## src/rtl/pong_paddle_ctl.sv

```systemverilog
// pong_paddle_ctl: front end of the pong game core, running entirely on px_clk.
// Each raw button is synchronised and debounced. The debounced buttons are then
// sampled once per video frame, on the endframe rising edge, and turned into
// saturated paddle positions. Holding a direction long enough raises the speed.
//
// Ports:
//   px_clk              pixel clock, the only clock
//   reset               asynchronous reset, active low
//   endframe            end-of-frame level, already in the px_clk domain
//   ply1_up/ply1_down   raw player 1 buttons, active high
//   ply2_up/ply2_down   raw player 2 buttons, active high
//   pos_ply1/pos_ply2   paddle top Y for each player (0..Y_MAX)
//   fast1/fast2         high while that player is moving at FAST_STEP

// Two-flop synchroniser followed by a stability counter for one button.
module pong_debounce #(
    parameter int DEB_CYCLES = 25000
) (
    input  logic px_clk,
    input  logic reset,
    input  logic raw,
    output logic deb
);
    localparam int CW = $clog2(DEB_CYCLES + 1);

    logic          s1, s2;
    logic [CW-1:0] cnt;

    always_ff @(posedge px_clk or negedge reset) begin
        if (!reset) begin
            s1  <= 1'b0;
            s2  <= 1'b0;
            cnt <= '0;
            deb <= 1'b0;
        end else begin
            s1 <= raw;
            s2 <= s1;
            // Any return to agreement restarts the count, so a bouncing
            // input never accumulates enough stable cycles to toggle.
            if (s2 == deb) begin
                cnt <= '0;
            end else if (cnt == CW'(DEB_CYCLES - 1)) begin
                deb <= ~deb;
                cnt <= '0;
            end else begin
                cnt <= cnt + CW'(1);
            end
        end
    end
endmodule

// Per-player speed FSM and saturating position register, advanced on tick.
module pong_player #(
    parameter int Y_MAX       = 416,
    parameter int Y_RESET     = 208,
    parameter int STEP        = 4,
    parameter int FAST_STEP   = 8,
    parameter int HOLD_FRAMES = 16
) (
    input  logic       px_clk,
    input  logic       reset,
    input  logic       tick,
    input  logic       up,
    input  logic       down,
    output logic [9:0] pos,
    output logic       fast
);
    localparam int HW = $clog2(HOLD_FRAMES + 1);

    typedef enum logic [1:0] {IDLE, SLOW, FAST} state_t;

    state_t        state, state_n;
    logic [HW-1:0] hold, hold_n;
    logic          dir_up, dir_up_n;   // direction of the last move
    logic [9:0]    pos_n;
    logic          active, go_up, mv;
    logic [10:0]   step, pos_ext, dn_sum;

    always_ff @(posedge px_clk or negedge reset) begin
        if (!reset) begin
            state  <= IDLE;
            hold   <= '0;
            dir_up <= 1'b0;
            pos    <= 10'(Y_RESET);
        end else begin
            state  <= state_n;
            hold   <= hold_n;
            dir_up <= dir_up_n;
            pos    <= pos_n;
        end
    end

    always_comb begin
        state_n  = state;
        hold_n   = hold;
        dir_up_n = dir_up;
        mv       = 1'b0;
        step     = 11'(STEP);
        // Both buttons pressed cancel out, same as none pressed.
        active   = up ^ down;
        go_up    = up & ~down;

        if (tick) begin
            if (!active) begin
                state_n = IDLE;
                hold_n  = '0;
            end else begin
                mv       = 1'b1;
                dir_up_n = go_up;
                case (state)
                    IDLE: begin
                        state_n = SLOW;
                        hold_n  = HW'(1);
                    end
                    SLOW: begin
                        if (go_up == dir_up) begin
                            // This tick still moves at STEP; speed-up applies next tick.
                            if (hold == HW'(HOLD_FRAMES - 1))
                                state_n = FAST;
                            else
                                hold_n = hold + HW'(1);
                        end else begin
                            hold_n = HW'(1);
                        end
                    end
                    FAST: begin
                        if (go_up == dir_up) begin
                            step = 11'(FAST_STEP);
                        end else begin
                            state_n = SLOW;
                            hold_n  = HW'(1);
                        end
                    end
                    default: begin
                        state_n = IDLE;
                        hold_n  = '0;
                    end
                endcase
            end
        end

        // 11-bit arithmetic so the clamp checks see true values, not wrapped ones.
        pos_ext = {1'b0, pos};
        dn_sum  = pos_ext + step;
        pos_n   = pos;
        if (mv) begin
            if (go_up)
                pos_n = (pos_ext < step) ? 10'd0 : 10'(pos_ext - step);
            else
                pos_n = (dn_sum > 11'(Y_MAX)) ? 10'(Y_MAX) : dn_sum[9:0];
        end

        fast = (state == FAST);
    end
endmodule

module pong_paddle_ctl #(
    parameter int DEB_CYCLES  = 25000,
    parameter int Y_MAX       = 416,
    parameter int Y_RESET     = 208,
    parameter int STEP        = 4,
    parameter int FAST_STEP   = 8,
    parameter int HOLD_FRAMES = 16
) (
    input  logic       px_clk,
    input  logic       reset,
    input  logic       endframe,
    input  logic       ply1_up,
    input  logic       ply1_down,
    input  logic       ply2_up,
    input  logic       ply2_down,
    output logic [9:0] pos_ply1,
    output logic [9:0] pos_ply2,
    output logic       fast1,
    output logic       fast2
);
    localparam int NUM_BTN = 4;
    localparam int NUM_PLY = 2;

    // Index order: {p2 down, p2 up, p1 down, p1 up}; player n uses bits 2n, 2n+1.
    logic [NUM_BTN-1:0]      raw, deb;
    logic [NUM_PLY-1:0][9:0] pos;
    logic [NUM_PLY-1:0]      fast;
    logic                    endframe_d, tick;

    assign raw = {ply2_down, ply2_up, ply1_down, ply1_up};

    genvar g;
    generate
        for (g = 0; g < NUM_BTN; g++) begin : g_btn
            pong_debounce #(.DEB_CYCLES(DEB_CYCLES)) u_deb (
                .px_clk (px_clk),
                .reset  (reset),
                .raw    (raw[g]),
                .deb    (deb[g])
            );
        end
    endgenerate

    always_ff @(posedge px_clk or negedge reset) begin
        if (!reset)
            endframe_d <= 1'b0;
        else
            endframe_d <= endframe;
    end

    // One pulse per frame however long endframe stays high.
    assign tick = endframe & ~endframe_d;

    generate
        for (g = 0; g < NUM_PLY; g++) begin : g_ply
            pong_player #(
                .Y_MAX       (Y_MAX),
                .Y_RESET     (Y_RESET),
                .STEP        (STEP),
                .FAST_STEP   (FAST_STEP),
                .HOLD_FRAMES (HOLD_FRAMES)
            ) u_ply (
                .px_clk (px_clk),
                .reset  (reset),
                .tick   (tick),
                .up     (deb[2*g]),
                .down   (deb[2*g+1]),
                .pos    (pos[g]),
                .fast   (fast[g])
            );
        end
    endgenerate

    assign pos_ply1 = pos[0];
    assign pos_ply2 = pos[1];
    assign fast1    = fast[0];
    assign fast2    = fast[1];
endmodule
```

## config.mk

```make
export PLATFORM = sky130hd
export DESIGN_NAME = pong_paddle_ctl
export DESIGN_NICKNAME = d
export VERILOG_FILES = /design/src/rtl/pong_paddle_ctl.sv
export SDC_FILE = /design/constraint.sdc
export NUM_CORES = 1
export LEC_CHECK = 0
export ABC_AREA = 1
export ABC_CLOCK_PERIOD_IN_PS = 6490
export BUFFER_PORTS_ARGS = -buffer_cell sky130_fd_sc_hd__buf_4
export CAP_MARGIN = 20
export CORE_MARGIN = 2
export CORE_UTILIZATION = 67
export DETAILED_ROUTE_END_ITERATION = 8
export GPL_TIMING_DRIVEN = 0
export HOLD_SLACK_MARGIN = 0.02
export PLACE_DENSITY_LB_ADDON = 0.12
export SLEW_MARGIN = 30
export SYNTH_ARGS = -nofsm -noshare
export SYNTH_HDL_FRONTEND = slang
export SYNTH_SLANG_ARGS = --single-unit
```

## constraint.sdc

```tcl
create_clock -name px_clk -period 6.49 [get_ports px_clk]
set_clock_uncertainty 0.1 [all_clocks]
set_input_delay 1.298 -clock px_clk [delete_from_list [all_inputs] [get_ports px_clk]]
set_output_delay 1.298 -clock px_clk [all_outputs]
set_load 0.01 [all_outputs]
```

# Yosys cells after proc, flatten, opt, wreduce, memory -nomap -nowiden
# Index checks and enable logic that the tools add are counted.
# W data, S select, Z words.
# totals
elab_cells	135
reg_bits	109
output_inout_bits	22
# op_classes
n_mux	46
eq_ne	24
n_reduce_logical	12
magnitude_cmp	4
bitwise_logic	14
add_sub_neg	10
# ops
operator	n
$mux W15	8
$mux W11	6
$add A15 B1 Y15 const B	4
$eq A15 B15 Y1 const B	4
$mux W10	6
$mux W5	8
$pmux W5 S3	2
$add A10 B11 Y11	2
$gt A11 B9 Y1 const B	2
$lt A10 B11 Y1	2
$sub A10 B10 Y10	2
$ne A3 B3 Y1 const B	6
$mux W2	8
$pmux W2 S3	2
$reduce_and A2 Y1	6
$add A5 B1 Y5 const B	2
$eq A5 B4 Y1 const B	2
$not A1 Y1	9
$mux W4	2
$ne A4 B4 Y1 const B	2
$reduce_and A4 Y1	2
$eq A1 B1 Y1	6
$reduce_and A3 Y1	2
$eq A2 B1 Y1 const B	2
other kinds (5)	13

# Depth between registers and ports, before layout
# logic_depth
word_depth	11
mapped_depth	24
depth_no_buf	24

# By module
# A second synthesis with hierarchy kept.
# hier_totals
cells_unflattened	869
area_unflattened_um2	6658.9
# by_module_without_submodules
module	area_per_inst_um2	cells_each	instances
pong_debounce	938.4	111	4
pong_player	1435.1	211	2
pong_paddle_ctl	35.0	3	1

# Least setup slack after synthesis
# No wires, ideal clock.
# synth_timing
kind	input to register
from	input port endframe
to	register g_ply[0].u_ply.pos[2]
path_slack_ns	3.098
path_buffers	0
path_stages	20
arrival_ns	3.175
cell_sequence	inv_1 nor2_2 inv_1 nor2_1 inv_1 ha_1 inv_1 fa_1 inv_1 nand2_1 nor2_2 nand2_1 nand2_1 nand2_2 clkinv_1 nand2_1 o21ai_2 nand3_2 nand3_1 nand2_1
# synth_via
elab_chain_len	6
word_cells_on_any_way	10
cone_classes	add/sub: 2; order compare: 2; mux: 5; bitwise: 1
# synth_lines
element	line_no	text
start: declaration	167	input logic endframe,
$and A1 B1 Y1 (*)	208	assign tick = endframe & ~endframe_d;
$mux W11	103	if (tick) begin
$add A10 B11 Y11	144	dn_sum = pos_ext + step;
$gt A11 B9 Y1	150	pos_n = (dn_sum > 11'(Y_MAX)) ? 10'(Y_MAX) : dn_sum[9:0];
$mux W10	150	
$mux W10	147	if (go_up)
end signal: assignment	84	pos <= 10'(Y_RESET);
end signal: assignment	89	pos <= pos_n;
end: declaration	65	output logic [9:0] pos,
# Every way passes the cells marked *; elsewhere a longest branch is shown, timed or not.
# A chain may end at the register's enable or synchronous reset.

# Final worst setup path
# layout_timing
from	input port endframe
to	register g_ply[0].u_ply.pos[4]
# The elaborated chain is that of the path after synthesis.

==> impl_metrics.json <==
{
  "layout-drive-gt1-share_pct": 16.5,
  "cts_buffer_depth": 2,
  "yosysTopAreaCell": "dfrtp_1",
  "grt_pass1_vias": 4806,
  "netlist_instances": 777,
  "antenna_cells": 0,
  "hold_viol": 0,
  "clock_latency_ns": 0.38,
  "cts_root_buf": "clkbuf_8",
  "io_pins": 29,
  "ys.flop_type": "dfrtp_1",
  "fin_crit_ns": 3.52,
  "syn_area_per_cell_um2": 7.97,
  "ctsHtreeMaxLevel": 3,
  "crit_arrival_ns": 3.72,
  "highest_layer": "met4",
  "p_int_mw": 0.856,
  "synth_top_area_share_pct": 40.0,
  "tightest_slew_ns": 0.840,
  "wl_met2_mm": 5.84,
  "die_w_um": 100,
  "met3_length_um": 408,
  "combPwrFrac_pct": 7.9,
  "powerDensity_nw_per_um2": 176,
  "final_common_cell": "nand2_1",
  "ys_warn_count": 0,
  "synth_edf_count": 0,
  "fp.dieH_um": 100,
  "power_leakage_nw": 3.22,
  "ys_seq_area_share_pct": 42.5,
  "nFillCells": 715,
  "dp_hpwl_mm": 8.58,
  "dr.pass1.iters": 5,
  "wl_per_cell_um": 12.5,
  "ir_worst_vdd_mv": 0.140,
  "fmax_mhz": 284,
  "setup_viol_count_final": 0,
  "drt_iter0_drc": 234,
  "grt_pass1_wl_mm": 20.6,
  "cts_setup_buffers": 0,
  "remaining_drc_errors": 0,
  "power_frac_clock_pct": 34.6,
  "routedLengthMet1_mm": 5.25,
  "cts.repair.resized": 0,
  "hold_path.class": "flop to flop",
  "synth.distinct_cells": 47,
  "syn_area_um2": 6190,
  "p_seq_share_pct": 57.5,
  "async_reset_ff_share_pct": 100,
  "fin_crit_sh_pct": 54.3,
  "tritoncts": "done",
  "most-common-layout-cells": "nand2_1, inv_1, dfrtp_1, nor2_1, nand3_1",
  "cts_num_sinks": 105,
  "core_area_um2": 9110,
  "slew_violations": 0,
  "grt_use_total_pct": 25.1,
  "antenna_found_initial": 0,
  "grt_max_degree": 106,
  "endpoint_kind": "flop",
  "overflow": 0,
  "cp-start-kind": "primary input",
  "num_rows": 35,
  "num_vias": 4944,
  "place.port_buffers": 24,
  "die-area_um2": 10000,
  "start_util_pct": 68.0,
  "clk_pin_slew_ns": 0.11,
  "relSlewSlack_pct": 44.0,
  "tns_ns": 0,
  "cp_max_fo": 5,
  "p_total_mw": 1.18,
  "ant_nets": 0,
  "wl_mm": 11.6,
  "switching_share_pct": 27.7,
  "syn_to_final_growth_pct": 8.75,
  "p_switching_mw": 0.328,
  "cts_made_buffers": 9,
  "status": "complete, no violations",
  "place_congestion": 0.930,
  "drv_cap": 0,
  "critical_path_class": "primary input to flop",
  "ys_seq_elements": 105,
  "cp.required_ns": 6.69,
  "cts_hold_buf": 0,
  "avgViaCountPerCell": 5.31,
  "synthTopCellsByArea": "dfrtp_1, nand2_1, inv_1, nor2_1, ha_1",
  "final_net_count": 844,
  "rsz0062_at_grt": "no"
}
==> power by group through the flow <==
stage | Clock (mW) | Sequential (mW) | Combinational (mW)
floorplan | 0 | 0.693 | 0.0565
global placement | 0 | 0.693 | 0.0899
detailed placement | 0 | 0.694 | 0.0934
CTS | 0.424 | 0.681 | 0.0938
global route | 0.451 | 0.683 | 0.106
finish | 0.410 | 0.681 | 0.0930
==> metal layers <==
| layer | vias up | track usage (%) |
|---|---|---|
| met5 | - | 0 |
| met1 | 2297 | 31.6 |
| met4 | 0 | 6.43 |
| met3 | 11 | 5.01 |
| met2 | 84 | 44.6 |
| li1 | 2552 | - |
==> registers in the layout (all words and copies together), names as in the netlist <==
register,flops
g_btn.u_deb.deb,4
g_btn.u_deb.s1,4
g_ply.u_ply.pos,16
endframe_d,1
g_ply.u_ply.hold,10
g_btn.u_deb.cnt,60
g_ply.u_ply.state,4
g_btn.u_deb.s2,4
g_ply.u_ply.dir_up,2
==> cell usage after synthesis (7+ instances only) <==
master and instances:
nand4_1 11, buf_4 7, nor3b_1 8, xor2_1 20, nor4_1 8, dfrtp_1 99
nor2_1 83, a21oi_1 35, nand2_1 147, nor3_1 18, nand3_1 42, inv_1 114
nand3_2 7, o21ai_0 33, nand2_2 18, ha_1 18, nor2_2 20, inv_2 12
==> worst max-delay path, cell delays in order <==
cell     delay (ns)
buf_4          0.11
inv_1          0.06
nor2_2         0.06
inv_1          0.15
nor2_1         0.09
inv_1          0.18
ha_1           0.22
inv_1          0.06
fa_1           0.38
inv_1          0.08
nand2_1        0.11
nor2_2         0.12
nand2_1        0.06
nand2_1        0.06
nand2_2        0.09
nor2_2         0.13
nand3_1        0.07
nand2_1        0.11
nand3_1        0.09
a21oi_1        0.17
==> kinds of logic after synthesis <==
group           Yosys count  share of synthesized area [%]
mux                       3                          0.545
xor+xnor                 23                           3.50
compound gates           98                           8.93
buf+inv                 138                           8.81
fa+ha+maj                22                           4.93
simple gates            387                           30.7
flops                   105                           42.5
other cells               1                         0.0605
==> path summary, 6_finish.rpt <==
check	from	end	slack, ns	cells after the start
worst min-delay path	g_btn[3].u_deb.s1	g_btn[3].u_deb.s2	0.27	0
min in group asynchronous	reset	g_ply[0].u_ply.pos[5]	0.88	1
max in group asynchronous	reset	g_ply[0].u_ply.pos[8]	4.81	1
worst max-delay path	endframe	g_ply[0].u_ply.pos[4]	2.97	20
worst max register to register	g_btn[1].u_deb.deb	g_ply[0].u_ply.pos[4]	3.16	23
worst min register to register	g_btn[3].u_deb.s1	g_btn[3].u_deb.s2	0.27	0
==> layout make-up <==
type	instances	area [µm²]	share of cell area, %
Inverter	129	484	7.19
Timing Repair Buffer	24	186	2.77
Clock inverter	7	81.3	1.21
Sequential cell	105	2640	39.1
Buffer	9	61.3	0.910
Clock buffer	9	124	1.84
Multi-Input combinational cell	537	3020	44.9
Tap cell	111	139	2.06
==> through the flow <==
step	std cells	util (%)	worst slack [ns]	hold WS [ns]	instance area [µm²]
2_1_floorplan	780	-	3.10	0.231	6200
3_3_place_gp	915	71.6	2.65	0.232	6520
3_5_place_dp	915	71.7	2.60	0.240	6530
4_1_cts	931	73.9	2.98	0.269	6730
5_1_grt	931	73.9	2.67	0.279	6740
6_report	931	73.9	2.97	0.267	6740
Power figures use the tool's default switching activity.
